## src/rtl/bnn_weight_streamer.sv

```systemverilog
// bnn_weight_streamer: serialises packed binary weights from two synchronous ROM
// ports. Conv weights leave one bit per cycle from a shift register backed by a
// one-word prefetch buffer. FC weights leave one 10-bit lane vector per cycle
// from a two-entry FIFO.
module bnn_weight_streamer #(
  parameter int WORD_W    = 32,
  parameter int CONV_BITS = 144,
  parameter int FC_BITS   = 1024,
  parameter int AW        = 10
) (
  input  logic              clk,
  input  logic              rst,
  input  logic              start,
  input  logic              weight_en_0,
  input  logic              weight_en_1,
  input  logic              fc_ivalid,
  output logic              conv_rd,
  output logic [AW-1:0]     conv_addr,
  input  logic [WORD_W-1:0] conv_rdata,
  output logic              fc_rd,
  output logic [AW-1:0]     fc_addr,
  input  logic [9:0]        fc_rdata,
  output logic              weight_conv,
  output logic [9:0]        weight_fc,
  output logic              ready,
  output logic              conv_done,
  output logic              fc_done,
  output logic              err_underrun
);

  localparam int CONV_WORDS = (CONV_BITS + WORD_W - 1) / WORD_W;
  localparam int CWCW = $clog2(CONV_WORDS + 1);
  localparam int CBCW = $clog2(CONV_BITS + 1);
  localparam int FCW  = $clog2(FC_BITS + 1);
  localparam int WBW  = $clog2(WORD_W + 1);

  localparam logic [CWCW-1:0] CONV_WORDS_C = CWCW'(CONV_WORDS);
  localparam logic [CBCW-1:0] CONV_LAST_C  = CBCW'(CONV_BITS - 1);
  localparam logic [FCW-1:0]  FC_BITS_C    = FCW'(FC_BITS);
  localparam logic [FCW-1:0]  FC_LAST_C    = FCW'(FC_BITS - 1);
  localparam logic [WBW-1:0]  WORD_LAST_C  = WBW'(WORD_W - 1);

  typedef enum logic [1:0] {IDLE, PRIME, STREAM} state_t;

  state_t state_q;
  logic   ready_q;

  // Conv stream state
  logic [WORD_W-1:0] convShift_q, convShift_d;
  logic              convHeadValid_q, convHeadValid_d;
  logic [WORD_W-1:0] convPf_q, convPf_d;
  logic              convPfValid_q, convPfValid_d;
  logic              convInflight_q, convInflight_d;
  logic [CWCW-1:0]   convIssued_q, convIssued_d;
  logic [WBW-1:0]    convWordBit_q, convWordBit_d;
  logic [CBCW-1:0]   convBitCnt_q, convBitCnt_d;
  logic              convDone_q, convDone_d;

  // FC stream state
  logic [1:0][9:0]   fcMem_q, fcMem_d;
  logic              fcRdPtr_q, fcRdPtr_d;
  logic              fcWrPtr_q, fcWrPtr_d;
  logic [1:0]        fcCount_q, fcCount_d;
  logic              fcInflight_q, fcInflight_d;
  logic [FCW-1:0]    fcIssued_q, fcIssued_d;
  logic [FCW-1:0]    fcPopCnt_q, fcPopCnt_d;
  logic              fcDone_q, fcDone_d;

  logic              errUnderrun_q, errUnderrun_d;

  logic convConsume, convAdvance, convUnder, convWordEnd;
  logic fcHeadValid, fcPop, fcUnder;
  logic [1:0] fcSlotsUsed;

  // Next-state of both streams: read issue, head/prefetch refill, counters, errors
  always_comb begin
    convConsume = weight_en_0 | weight_en_1;
    convAdvance = convConsume && !convDone_q && convHeadValid_q && ready_q;
    convUnder   = convConsume && !convDone_q && !(convHeadValid_q && ready_q);
    convWordEnd = convAdvance && (convWordBit_q == WORD_LAST_C);
    conv_rd     = (state_q != IDLE) && !convPfValid_q && !convInflight_q &&
                  (convIssued_q != CONV_WORDS_C);

    convShift_d     = convShift_q;
    convHeadValid_d = convHeadValid_q;
    convPf_d        = convPf_q;
    convPfValid_d   = convPfValid_q;
    convInflight_d  = conv_rd;
    convIssued_d    = convIssued_q + CWCW'(conv_rd);
    convWordBit_d   = convWordBit_q;
    convBitCnt_d    = convBitCnt_q;
    convDone_d      = convDone_q;

    // The shift register takes a new word when empty or right after its last bit,
    // preferring the prefetch buffer, else the word returning from the ROM.
    if (!convHeadValid_q || convWordEnd) begin
      convWordBit_d = '0;
      if (convPfValid_q) begin
        convShift_d     = convPf_q;
        convHeadValid_d = 1'b1;
        convPfValid_d   = convInflight_q;
        if (convInflight_q) convPf_d = conv_rdata;
      end else if (convInflight_q) begin
        convShift_d     = conv_rdata;
        convHeadValid_d = 1'b1;
      end else begin
        convHeadValid_d = 1'b0;
      end
    end else begin
      if (convAdvance) begin
        convShift_d   = convShift_q >> 1;
        convWordBit_d = convWordBit_q + WBW'(1);
      end
      if (convInflight_q) begin
        convPf_d      = conv_rdata;
        convPfValid_d = 1'b1;
      end
    end

    if (convAdvance) begin
      convBitCnt_d = convBitCnt_q + CBCW'(1);
      if (convBitCnt_q == CONV_LAST_C) convDone_d = 1'b1;
    end

    fcHeadValid = (fcCount_q != 2'd0);
    fcPop       = fc_ivalid && !fcDone_q && fcHeadValid && ready_q;
    fcUnder     = fc_ivalid && !fcDone_q && !(fcHeadValid && ready_q);
    // A slot freed by this cycle's pop is reusable at once, which keeps 1 vector/cycle
    fcSlotsUsed = fcCount_q + 2'(fcInflight_q) - 2'(fcPop);
    fc_rd       = (state_q != IDLE) && (fcIssued_q != FC_BITS_C) && (fcSlotsUsed < 2'd2);

    fcMem_d      = fcMem_q;
    fcRdPtr_d    = fcRdPtr_q;
    fcWrPtr_d    = fcWrPtr_q;
    fcCount_d    = fcCount_q + 2'(fcInflight_q) - 2'(fcPop);
    fcInflight_d = fc_rd;
    fcIssued_d   = fcIssued_q + FCW'(fc_rd);
    fcPopCnt_d   = fcPopCnt_q;
    fcDone_d     = fcDone_q;

    if (fcInflight_q) begin
      fcMem_d[fcWrPtr_q] = fc_rdata;
      fcWrPtr_d          = ~fcWrPtr_q;
    end
    if (fcPop) begin
      fcRdPtr_d  = ~fcRdPtr_q;
      fcPopCnt_d = fcPopCnt_q + FCW'(1);
      if (fcPopCnt_q == FC_LAST_C) fcDone_d = 1'b1;
    end

    errUnderrun_d = errUnderrun_q | convUnder | fcUnder;
  end

  // Datapath registers; start flushes everything so stale ROM returns are dropped
  always_ff @(posedge clk) begin
    if (rst || start) begin
      convShift_q     <= '0;
      convHeadValid_q <= 1'b0;
      convPf_q        <= '0;
      convPfValid_q   <= 1'b0;
      convInflight_q  <= 1'b0;
      convIssued_q    <= '0;
      convWordBit_q   <= '0;
      convBitCnt_q    <= '0;
      convDone_q      <= 1'b0;
      fcMem_q         <= '0;
      fcRdPtr_q       <= 1'b0;
      fcWrPtr_q       <= 1'b0;
      fcCount_q       <= 2'd0;
      fcInflight_q    <= 1'b0;
      fcIssued_q      <= '0;
      fcPopCnt_q      <= '0;
      fcDone_q        <= 1'b0;
      errUnderrun_q   <= 1'b0;
    end else begin
      convShift_q     <= convShift_d;
      convHeadValid_q <= convHeadValid_d;
      convPf_q        <= convPf_d;
      convPfValid_q   <= convPfValid_d;
      convInflight_q  <= convInflight_d;
      convIssued_q    <= convIssued_d;
      convWordBit_q   <= convWordBit_d;
      convBitCnt_q    <= convBitCnt_d;
      convDone_q      <= convDone_d;
      fcMem_q         <= fcMem_d;
      fcRdPtr_q       <= fcRdPtr_d;
      fcWrPtr_q       <= fcWrPtr_d;
      fcCount_q       <= fcCount_d;
      fcInflight_q    <= fcInflight_d;
      fcIssued_q      <= fcIssued_d;
      fcPopCnt_q      <= fcPopCnt_d;
      fcDone_q        <= fcDone_d;
      errUnderrun_q   <= errUnderrun_d;
    end
  end

  // Control FSM: ready rises on the same edge both stream heads become valid
  always_ff @(posedge clk) begin
    if (rst) begin
      state_q <= IDLE;
      ready_q <= 1'b0;
    end else if (start) begin
      state_q <= PRIME;
      ready_q <= 1'b0;
    end else begin
      case (state_q)
        IDLE: ;
        PRIME: begin
          if (convHeadValid_d && (fcCount_d != 2'd0)) begin
            state_q <= STREAM;
            ready_q <= 1'b1;
          end
        end
        STREAM: begin
          if (convDone_q && fcDone_q) state_q <= IDLE;
        end
        default: state_q <= IDLE;
      endcase
    end
  end

  assign conv_addr    = AW'(convIssued_q);
  assign fc_addr      = AW'(fcIssued_q);
  assign weight_conv  = ready_q && convHeadValid_q && !convDone_q && convShift_q[0];
  assign weight_fc    = (ready_q && fcHeadValid && !fcDone_q) ? fcMem_q[fcRdPtr_q] : 10'd0;
  assign ready        = ready_q;
  assign conv_done    = convDone_q;
  assign fc_done      = fcDone_q;
  assign err_underrun = errUnderrun_q;

endmodule

```

## config.mk

```make
export PLATFORM = sky130hd
export DESIGN_NAME = bnn_weight_streamer
export DESIGN_NICKNAME = d
export VERILOG_FILES = /design/src/rtl/bnn_weight_streamer.sv
export SDC_FILE = /design/constraint.sdc
export NUM_CORES = 1
export LEC_CHECK = 0
export ABC_AREA = 1
export CAP_MARGIN = 20
export CELL_PAD_IN_SITES_DETAIL_PLACEMENT = 1
export CELL_PAD_IN_SITES_GLOBAL_PLACEMENT = 1
export CORE_ASPECT_RATIO = 0.8
export CORE_UTILIZATION = 43
export CTS_CLUSTER_SIZE = 30
export DETAILED_ROUTE_END_ITERATION = 10
export PLACE_DENSITY_LB_ADDON = 0.05
export SYNTH_ARGS = -nofsm -noshare
export SYNTH_HDL_FRONTEND = slang
export SYNTH_SLANG_ARGS = --single-unit
export TNS_END_PERCENT = 50
```

## constraint.sdc

```tcl
create_clock -name clk -period 7.89 [get_ports clk]
set_clock_uncertainty 0.2 [all_clocks]
set_input_delay 0.789 -clock clk [delete_from_list [all_inputs] [get_ports clk]]
set_output_delay 0.789 -clock clk [all_outputs]
set_load 0.1 [all_outputs]
```

Word-level counts from Yosys, hierarchy flattened
Index checks and enable logic that the tools add are counted.
{"block": "word_totals", "regBits": 137, "latch_bits": 0, "mem_bits_rw": 0, "mem_bits_ro": 0, "input_bits": 48, "out_inout_bits": 37, "memories": 0}
{"block": "op_classes", "add_sub_neg": 7, "mul": 0, "div_mod_pow": 0, "order_cmp": 4, "eq_ne": 14, "shifts": 0, "mux": 23, "n_bitwise": 6, "n_reduce_logical": 45}
{"operator": "$mux 32", "n": 7}
{"operator": "$mux 10", "n": 4}
{"operator": "$logic_and 1x1->1", "n": 22}
{"operator": "$bwmux 20", "n": 1}
{"operator": "$ne 3x3->1 const B", "n": 4}
{"operator": "$add 11x1->11", "n": 1}
{"operator": "$add 11x1->11 const B", "n": 1}
{"operator": "$eq 11x10->1 const B", "n": 1}
{"operator": "$ne 11x11->1 const B", "n": 1}
{"operator": "$demux 10 s1", "n": 1}
{"operator": "$reduce_bool 2->1", "n": 5}
{"operator": "$add 8x1->8 const B", "n": 1}
{"operator": "$eq 8x8->1 const B", "n": 1}
{"operator": "$ne 2x2->1 const B", "n": 4}
{"operator": "$reduce_and 2->1", "n": 4}
{"operator": "$logic_not 1->1", "n": 7}
{"operator": "$mux 1", "n": 7}
{"operator": "$add 6x1->6 const B", "n": 1}
{"operator": "$eq 6x5->1 const B", "n": 1}
{"operator": "$pmux 2 s3", "n": 1}
{"operator": "$reduce_and 3->1", "n": 2}
{"operator": "$lt 1x2->1 const B", "n": 2}
{"operator": "$mux 2", "n": 2}
{"operator": "$reduce_or 2->1", "n": 2}
{"operator": "11 further kinds", "n": 16}

Depth between registers and ports, before layout
{"block": "logic_depth", "ltp_word": 11, "depth_mapped": 20}

Worst setup path before layout
OpenSTA, ideal clock, no wires.
{"block": "synth_timing", "path_kind": "reg2reg", "startpoint": "reg ready_q (netlist: ready)", "endpoint": "reg fcIssued_q[9]", "setup_time_ns": 0.132, "arrival_time_ns": 4.068, "required_ns": 7.558, "setup_slack_ns": 3.490, "path_stages_with_launch": 20, "n_path_buf": 1, "period_less_slack_ns": 4.400, "path_cell_list": "dfxtp_1 o21ai_0 nor2_1 nand2_1 clkbuf_1 inv_1 ha_1 inv_1 ha_1 inv_1 nand2_1 and2_1 nand3b_1 inv_1 ha_1 nand2_1 nor3_1 nand2_1 o21ai_0 a21oi_1"}
{"block": "synth_via", "elab_chain_cells": 5}
{"item": "start, declared", "line": "46", "source": "logic ready_q;"}
{"item": "start signal, assigned", "line": "201", "source": "ready_q <= 1'b0;"}
{"item": "start signal, assigned", "line": "204", "source": "ready_q <= 1'b0;"}
{"item": "start signal, assigned", "line": "211", "source": "ready_q <= 1'b1;"}
{"item": "$logic_and 1x1->1", "line": "126", "source": "fcPop = fc_ivalid && !fcDone_q && fcHeadValid && ready_q;"}
{"item": "net fcPop", "line": "72", "source": "logic fcHeadValid, fcPop, fcUnder;"}
{"item": "$sub 2x1->2", "line": "129", "source": "fcSlotsUsed = fcCount_q + 2'(fcInflight_q) - 2'(fcPop);"}
{"item": "$lt 2x2->1", "line": "130", "source": "fc_rd = (state_q != IDLE) && (fcIssued_q != FC_BITS_C) && (fcSlotsUsed < 2'd2);"}
{"item": "$logic_and 1x1->1", "line": "130"}
{"item": "net fc_rd", "line": "20", "source": "output logic fc_rd,"}
{"item": "$add 11x1->11", "line": "137", "source": "fcIssued_d = fcIssued_q + FCW'(fc_rd);"}
{"item": "end signal, assigned", "line": "190", "source": "fcIssued_q <= fcIssued_d;"}
{"item": "end, declared", "line": "65", "source": "logic [FCW-1:0] fcIssued_q, fcIssued_d;"}
The timed path passes the listed nets, and every way through them passes these cells.
A chain may end at the register's enable or synchronous reset.

Worst setup path after layout
{"block": "layout_timing", "startpoint": "in fc_ivalid", "endpoint": "out fc_rd"}
{"block": "layout_via", "elab_chain_cells": 6}
{"item": "start, declared", "line": "16", "source": "input logic fc_ivalid,"}
{"item": "$logic_and 1x1->1 (3 in series)", "line": "126"}
{"item": "net fcPop", "line": "72"}
{"item": "$sub 2x1->2", "line": "129"}
{"item": "$lt 2x2->1", "line": "130"}
{"item": "$logic_and 1x1->1", "line": "130"}
{"item": "end, declared", "line": "20"}
The timed path passes the listed nets, and every way through them passes these cells.

==> run_results.csv <==
group,metric,value,unit
sta,post-route-period-util,61.3,%
power,p_leak,0.00326,uW
status,status,"finished clean",
clocking,clkSinkCount,137,
floorplan,die-area,16400,um2
clocking,insertion_delay,0.42,ns
power,ir_drop,0.143,mV
sta,setup_slack,3.05,ns
clocking,cts_buffers,17,
worst_setup_path,critPathMaxFanout,11,
clocking,clkSlewWorstSetupHoldPaths,0.06,ns
floorplan,num_rows,40,
floorplan,core_area,15300,um2
sta,fin_crit,4.84,ns
final_layout,fillers,2016,
drt,viasPerCell,4.96,
worst_setup_path,cp.required,6.90,ns
power,total_power,1620,uW
floorplan,die_h,115,um
final_layout,multi_input_area,3290,um2
power,clkPwrFrac,48.7,%
final_layout,regArea,2740,um2
final_layout,final_common_cell,"nand2_1",
sta,finalHoldViolCount,0,
sta,setup_viol,0,
power,power_density,199,nW/um2
logic_synthesis,seq_area_frac_synth,40.2,%
clocking,cts_resized,0,
placement,place_inst,1254,
clocking,cts-htree-levels,4,
power,power.switching,384,uW
sta,tns,0,ns
global_routing,overflow,0,
worst_setup_path,worstPathArrival,3.85,ns
drt,wl_per_cell,14.2,um
clocking,post_cts_buffers,0,
clocking,clockBufferDepth,2,
clocking,cts_tree,"yes",
sta,maxSlewViolCount,0,
power,p_int,1240,uW
logic_synthesis,synthTopCellsByArea,"dfxtp_1 40%, nand2_1 11%, nor2_1 11%",
logic_synthesis,ys_ff_latch,137,
worst_setup_path,worstSetupPathType,"in2out",
logic_synthesis,synth_largest_area_cell,"dfxtp_1",
placement,hpwl,11.2,mm
drt,dr.first_iter.drc_count,301,
power,seq_power_share,43.2,%
logic_synthesis,netlist_instances,1026,
final_layout,drive_gt1_share,6.59,%
final_layout,final_cells,1288,
worst_setup_path,cp-start-kind,"primary input",
final_layout,final_cell_mix,"207 x nand2_1, 195 x nor2_1, 136 x dfxtp_1",
sta,holdWs,0.267,ns
min_path,hold_path.class,"reg2reg",
global_routing,grt_pass1_vias,6449,
placement,pre_cts_ws,3.05,ns
worst_setup_path,cp-end-kind,"output port",
logic_synthesis,ys_types,39,
logic_synthesis,netlist_area,6820,um2
drt,finalWirelength,18.3,mm
logic_synthesis,synth_warnings,0,
global_routing,grt_pass1_wl,31.1,mm
placement,portBuffers,77,
drt,num_vias,6394,
floorplan,die_x,143,um
sta,tightest_slew,0.995,ns
final_layout,syn_to_final_growth,19.7,%
drt,drc,0,
power,power_frac_comb,8.0,%
drt,ant_nets,0,
global_routing,grt_max_degree,70,
placement,gp_congestion,0.792,
sta,max_freq,0.207,GHz
logic_synthesis,synth.avg_cell_area,6.65,um2
run,drv_cap,0,
final_layout,n_antenna_cell,0,
clocking,clock-root-buffer,"clkbuf_16",
final_layout,final_nets,1122,
logic_synthesis,yosysTopAreaCellShare,40.2,%
sta,rsz0062_at_grt,"no",
global_routing,grtUsageTotal,24.0,%
global_routing,antenna_found_initial,0,
sta,maxSlewHeadroom,33.4,%
power,p_sw_share,23.7,%
clocking,hold_buffers,0,
floorplan,io-pin-count,85,
drt,firstDrtPassIters,4,
floorplan,start_util,44.7,%
[sequential cells by signal, indices dropped and copies added (netlist names)]
name / cells
convPf_q: 32
conv_done: 1
fcPopCnt_q: 11
convHeadValid_q: 1
fcIssued_q: 11
fcRdPtr_q: 1
fcCount_q: 2
convWordBit_q: 6
fcInflight_q: 1
fc_done: 1
convInflight_q: 1
fcMem_q: 20
convPfValid_q: 1
convShift_q: 32
fcWrPtr_q: 1
err_underrun: 1
convBitCnt_q: 8
convIssued_q: 3
state_q: 2
ready: 1
[worst max-delay path: stages]
cell and delay, ns:
clkdlybuf4s50_1 0.46, nand2_1 0.28, inv_1 0.15, ha_1 0.29
inv_1 0.05, ha_1 0.16, inv_1 0.05, nand2_1 0.07
and2_1 0.14, nand3b_1 0.12, inv_1 0.13, clkdlybuf4s50_1 1.15
[power groups by stage]
| stage | Combinational (uW) | Sequential (uW) | Clock, uW |
|---|---|---|---|
| final | 130 | 701 | 790 |
| after global routing | 144 | 702 | 833 |
| after CTS | 131 | 701 | 806 |
| after detailed placement | 129 | 716 | 0 |
| after global placement | 128 | 716 | 0 |
| after floorplan | 85.2 | 720 | 0 |
[layer usage]
layer	vias to the layer above	share of wire (%)	routed length, um	GRT usage [%]
li1	3288	-	-	-
met1	2989	50	9200	31.9
met2	99	46	8330	39.5
met3	18	2.9	527	3.85
met4	0	1.2	226	8.17
met5	-	0	0	0
[synthesized netlist by cell type]
cell type    n
a41oi_1      1
nor3b_1      3
conb_1       1
a31oi_1      1
nand3_1     78
clkinv_1     1
nor3_4       1
and2_1       1
clkbuf_1    24
dfxtp_1    137
and3b_1      1
nand2_2      1
inv_2        2
inv_1      112
ha_1         9
xor2_1       4
and3_1       2
buf_1        7
o211ai_1     2
buf_6        7
nor3_1      15
nand2_1    207
nand4_1      7
o21ai_2      1
xnor2_1      4
nand3b_1     2
nand2_4      1
buf_2       15
a21oi_1     37
nor4_1       4
nand3_2      1
buf_4       17
nor2_2      21
o21ai_1     10
o21ai_0     87
o21a_1       2
nor2_1     196
a21boi_4     2
or2_2        2
[worst paths after layout]
| path | startpoint | end | slack (ns) | cells past startpoint |
|---|---|---|---|---|
| setup / recovery | fc_ivalid | fc_rd | 3.05 | 12 |
| hold / removal | convBitCnt_q[7] | convBitCnt_q[7] | 0.27 | 2 |
| setup reg to reg | ready | fcIssued_q[9] | 4.51 | 18 |
| hold reg to reg | convBitCnt_q[7] | convBitCnt_q[7] | 0.27 | 2 |
[per-stage QoR]
step	util, %	instance area [um2]
4_1_cts	53.2	8120
3_5_place_dp	49.3	7530
3_3_place_gp	49.3	7530
2_1_floorplan	-	6840
5_1_grt	53.5	8160
6_report	53.5	8160
[logic make-up (layout without fill, tap and decap cells)]
| family | after synthesis | count (layout) | share of synthesized area, % |
|---|---|---|---|
| flops | 137 | 137 | 40.2 |
| simple gates | 543 | 543 | 33.7 |
| xor+xnor | 8 | 8 | 1.03 |
| other cells | 1 | 7 | 0.0550 |
| buf+inv | 185 | 231 | 12.2 |
| fa+ha+maj | 9 | 9 | 1.65 |
| compound gates | 143 | 143 | 11.2 |
[layout make-up]
| cell class | count | share of cell area (%) |
|---|---|---|
| clock buffers | 23 | 5.98 |
| clock inverters | 9 | 1.16 |
| inverters | 115 | 5.29 |
| multi-input cells | 710 | 40.3 |
| flip-flops and latches | 137 | 33.6 |
| well taps | 210 | 3.22 |
| repair buffers | 84 | 10.5 |
Note: power is estimated with default switching activity, not from simulation.
